==> src/rtl/sipo_deserializer.sv <==
// sipo_deserializer: reassembles LSB-first serial bits into words behind a single-entry valid/ready slot
module sipo_deserializer #(
  parameter int DATA_WIDTH = 16,
  parameter bit AUTO_REARM = 1'b0
) (
  input  logic                  clk,
  input  logic                  resetn,
  input  logic                  sin,
  input  logic                  sin_valid,
  input  logic                  sin_start,
  output logic [DATA_WIDTH-1:0] dout,
  output logic                  dout_valid,
  input  logic                  dout_ready,
  output logic                  frame_err,
  output logic                  overflow,
  input  logic                  ovf_clr
);
  localparam int CW = $clog2(DATA_WIDTH + 1);
  typedef enum logic {IDLE, SHIFT} state_t;
  state_t state, state_n;
  logic [CW-1:0] cnt, cnt_n, cnt_base;
  logic [DATA_WIDTH-1:0] sr, sr_n, dout_n;
  logic armed, armed_n, dv_n, fe_n, ovf_n;
  logic accept, restart, complete, load, drop;
  // state and output registers; a restart with no bits collected is not a framing error
  always_ff @(posedge clk) begin
    if (!resetn) begin
      state      <= IDLE;
      cnt        <= '0;
      sr         <= '0;
      dout       <= '0;
      dout_valid <= 1'b0;
      frame_err  <= 1'b0;
      overflow   <= 1'b0;
      armed      <= 1'b0;
    end else begin
      state      <= state_n;
      cnt        <= cnt_n;
      sr         <= sr_n;
      dout       <= dout_n;
      dout_valid <= dv_n;
      frame_err  <= fe_n;
      overflow   <= ovf_n;
      armed      <= armed_n;
    end
  end
  // bit acceptance, word completion and output slot next-state
  always_comb begin
    accept   = sin_valid & (state == SHIFT | sin_start | (AUTO_REARM & armed));
    restart  = sin_valid & sin_start & (state == SHIFT) & (cnt != '0);
    cnt_base = sin_start ? '0 : cnt;
    complete = accept & (cnt_base == CW'(DATA_WIDTH - 1));
    load     = complete & (~dout_valid | dout_ready);
    drop     = complete & dout_valid & ~dout_ready;
    sr_n     = accept ? {sin, sr[DATA_WIDTH-1:1]} : sr;
    cnt_n    = complete ? '0 : accept ? cnt_base + 1'b1 : cnt;
    state_n  = complete ? (AUTO_REARM ? SHIFT : IDLE) : accept ? SHIFT : state;
    dout_n   = load ? sr_n : dout;
    dv_n     = load | (dout_valid & ~dout_ready);
    fe_n     = restart;
    ovf_n    = drop | (overflow & ~ovf_clr);
    armed_n  = armed | (AUTO_REARM & complete);
  end
endmodule

==> config.mk <==
export PLATFORM = sky130hd
export DESIGN_NAME = sipo_deserializer
export DESIGN_NICKNAME = d
export VERILOG_FILES = /design/src/rtl/sipo_deserializer.sv
export SDC_FILE = /design/constraint.sdc
export NUM_CORES = 1
export LEC_CHECK = 0
export BUFFER_PORTS_ARGS = -buffer_cell sky130_fd_sc_hd__buf_2
export CORE_MARGIN = 2
export CORE_UTILIZATION = 49
export DETAILED_ROUTE_END_ITERATION = 8
export GPL_TIMING_DRIVEN = 0
export PLACE_DENSITY = 0.7
export SYNTH_ARGS = -nofsm -noshare
export SYNTH_HDL_FRONTEND = slang
export SYNTH_SLANG_ARGS = --single-unit
==> constraint.sdc <==
create_clock -name clk -period 2.3 [get_ports clk]
set_clock_uncertainty 0.05 [all_clocks]
set_input_delay 0.23 -clock clk [delete_from_list [all_inputs] [get_ports clk]]
set_output_delay 0.23 -clock clk [all_outputs]
set_load 0.05 [all_outputs]
# Word level (Yosys, flattened, before mapping)
# Cells that the tools add are included.
# W data, S select, Z words.
# totals
regBits	41
in_bits	7
output_inout_bits	19
elab_cells	31
# classes
add_sub_neg	1
eq_ne	1
muxes	2
bitwise_logic	18
reduce_logical	2
# op_table
cell	count
$mux W16	1
$and A1 B1 Y1	10
$add A5 B1 Y5 const B	1
$eq A5 B4 Y1 const B	1
$mux W5	1
$reduce_bool A5 Y1	1
$not A1 Y1	4
$or A1 B1 Y1	4
$reduce_or A2 Y1	1

# Longest topological paths before layout
# depth
word_depth	6
mapped_depth	10
depth_no_buf	7

# Worst setup path after synthesis
# No wires, ideal clock.
# synth_path
kind	flip-flop to flip-flop
start	reg cnt[0]
end	reg dout[10]
setup_time_ns	0.072
t_arrival_ns	1.854
t_required_ns	2.178
slack_ns	0.325
path_stages_with_launch	10
n_path_buf	2
synth_period_minus_slack_ns	1.975
path_cell_list	dfxtp_1 -> nor2b_1 -> ha_1 -> and4b_1 -> ha_1 -> o211ai_2 -> nor2b_2 -> buf_6 -> buf_6 -> mux2i_1
# synth_between
elab_chain_cells	4
# synth_lines
item	line	rtl
from (decl)	21	logic [CW-1:0] cnt, cnt_n, cnt_base;
from (signal assigned)	38	cnt <= cnt_n;
$mux W5	51	cnt_base = sin_start ? '0 : cnt;
$eq A5 B4 Y1	52	complete = accept & (cnt_base == CW'(DATA_WIDTH - 1));
$and A1 B1 Y1	52	
$and A1 B1 Y1	53	load = complete & (~dout_valid | dout_ready);
to (signal assigned)	40	dout <= dout_n;
to (decl)	11	output logic [DATA_WIDTH-1:0] dout,
# Every way passes these cells.
# A chain may end at the register's enable or synchronous reset.

# Worst setup path after layout
# layout_path
start	reg cnt[0]
end	reg dout[7]
# The elaborated chain is that of the path after synthesis.

==> run_results.csv <==
group,metric,value,unit
timing,layout_min_cycle_time,2.15,ns
floorplan,initial_core_util,50.8,%
yosys,netlist_area,1680,um2
route,drc,0,
min_path,worstHoldPathCells,3,
place,place.detailed.hpwl,2.42,mm
grt,grt.total_usage,18.4,%
timing,fin_crit_sh,93.3,%
yosys,syn_area_per_cell,8.80,um2
route,wl,3.30,mm
critical_path,worstPathRequired,2.53,ns
critical_path,r2r_slack,0.15,ns
pwr,powerDensity,648,nW/um2
floorplan,rows,21,
layout,multi_input_area,807,um2
min_path,min_to,"sr[15]",
timing,max_slew_margin,67.6,%
yosys,synth_seq_cells,40,
layout,num-fill-cells,316,
critical_path,worstSetupPathType,"reg2reg",
job,cap_violations,0,
critical_path,worstRegToRegCells,9,
min_path,hp-class,"in2reg",
floorplan,num_io_pins,26,
timing,finalSetupViolations,0,
critical_path,crit_arrival,2.37,ns
grt,grt_overflow,0,
critical_path,endpoint_kind,"register",
layout,diodes,0,
clock_tree,cts_setup_buffers,0,
layout,final_common_cell,"nand2_1",
grt,grt_pass1_wl,5.72,mm
yosys,synth_edf_count,0,
clock_tree,clkLatencyLatePin,0.34,ns
timing,final-max-slew-violation-count,0,
layout,drive_above_1_share,20.7,%
layout,nets,230,
place,dp_cells,260,
clock_tree,cts_root_buffer,"clkbuf_4",
clock_tree,ctsHoldBuffers,0,
timing,final_hold_viol_count,0,
yosys,synth_async_sr_flop_share,0,%
route,vias,1389,
clock_tree,cts_buffers,5,
route,drt_iter0_markers,76,
floorplan,die_area,3910,um2
grt,grt_antenna_before_repair,0,
timing,fmax,466,MHz
route,via_per_inst,5.18,
floorplan,fp.dieH,62.6,um
yosys,ys_seq_area_share,47.7,%
pwr,leakage,0.729,nW
critical_path,startpoint_type,"register",
clock_tree,max-clock-path-buffers,2,
grt,grt_pass1_vias,1348,
yosys,yosysWarnings,0,
critical_path,reg2reg_from,"cnt[0]",
clock_tree,cts_tree,"done",
timing,rsz0062_at_grt,"no",
critical_path,cp_max_fo,10,
grt,grt_max_degree,13,
min_path,min_from,"sin",
timing,whs,0.0852,ns
route,wl_per_cell,12.3,um
yosys,ys_types,33,
clock_tree,path_clk_slew,0.11,ns
clock_tree,htree_levels,2,
place,gp_congestion,0.846,
critical_path,r2r_end,"dout[7]",
pwr,max-vdd-ir-drop,0.000522,V
yosys,synth_ff_type,"dfxtp_1",
layout,stdcell_count,268,
place,io_buffers,23,
layout,final_cell_mix,"67 x nand2_1, 38 x dfxtp_1, 26 x buf_2",
timing,worstMarginPinSlew,0.486,ns
floorplan,coreArea,3310,um2
yosys,syn_nets,200,
layout,seqCellArea,803,um2
clock_tree,cts.sinks,40,
layout,syn2layout_area_growth,17.1,%
run_status,status,"finished, final reports clean",
yosys,postSynthCellCount,191,
route,dr.pass1.iters,4,
floorplan,die_w,62.6,um
route,antenna_left,0,
==> synthesized netlist by cell type, drive strengths merged, types with 2 or more instances <==
cell type | count | area [um2]
nor2b | 3 | 21.3
ha | 2 | 25.0
nor2 | 2 | 7.51
buf | 10 | 67.6
a311oi | 2 | 17.5
nand4 | 2 | 12.5
nand2b | 2 | 12.5
mux2i | 16 | 160
inv | 2 | 7.51
clkbuf | 4 | 15.0
o21ai | 2 | 13.8
nand2 | 67 | 251
a21boi | 20 | 150
dfxtp | 40 | 801
a21oi | 3 | 15.0
or3 | 2 | 12.5
==> stage by stage <==
step / TNS (ns) / utilization [%] / power, mW / setup slack, ns / cell area [um2]
2_1_floorplan: 0 / - / 0.764 / 0.325 / 1680
3_3_place_gp: 0 / 56.0 / 0.782 / 0.0538 / 1850
3_5_place_dp: -0.202 / 56.0 / 0.784 / -0.0442 / 1850
4_1_cts: 0 / 58.9 / 1.29 / 0.0155 / 1950
5_1_grt: 0 / 59.4 / 1.34 / 0.00348 / 1970
6_report: 0 / 59.4 / 1.28 / 0.155 / 1970
==> worst max-delay path, stage by stage (launching register included) <==
cell,delay (ns)
dfxtp_2,0.38
nor2b_2,0.17
ha_2,0.22
and4b_1,0.24
ha_4,0.18
o211ai_2,0.14
nor2b_2,0.15
buf_6,0.15
buf_6,0.18
mux2i_1,0.19
==> flip-flops by register name, summed over array words and instances, names as in the netlist <==
signal	count
cnt	5
sr	15
dout_valid	1
frame_err	1
dout	16
state	1
overflow	1
==> worst max path at each step <==
stage               from  slack [ns]        to  depth (start not counted)
6_report          cnt[0]        0.15   dout[7]                          9
5_1_grt           cnt[0]       0.003  dout[12]                          9
3_3_place_gp   sin_start        0.05   dout[9]                         11
4_1_cts           cnt[0]        0.02  dout[12]                          9
2_1_floorplan     cnt[0]        0.32  dout[10]                          9
3_5_place_dp   sin_start       -0.04   dout[7]                         11
==> where the power goes <==
group / switching, mW / internal (mW)
logic: 0.0418 / 0.0242
registers: 0.00576 / 0.697
clock network: 0.217 / 0.289
==> cells by family after synthesis <==
group,after synthesis,synth area share [%]
simple gates,86,22.3
compound gates,31,13.7
buf+inv,16,5.36
mux,16,9.53
fa+ha+maj,2,1.49
flops,40,47.7
==> cell type report <==
class / count / share of cell area, %
Inverter: 2 / 0.381
Multi-Input combinational cell: 135 / 41.0
Timing Repair Buffer: 23 / 5.85
Tap cell: 46 / 2.92
Clock inverter: 1 / 1.53
Buffer: 14 / 4.20
Clock buffer: 7 / 3.31
Sequential cell: 40 / 40.8
==> metal layers <==
layer | global-route usage (%) | wire length (um)
met1 | 21.0 | 1420
met2 | 32.3 | 1680
met3 | 5.77 | 135
met4 | 6.94 | 55
met5 | 0 | 0
==> what timing repair did <==
item | CTS | global route
pin swaps | 0 | 0
endpoints found under the setup margin | 10 | 10
resized for setup | 1 | 5
No activity file was read; power rests on OpenSTA's default activity.
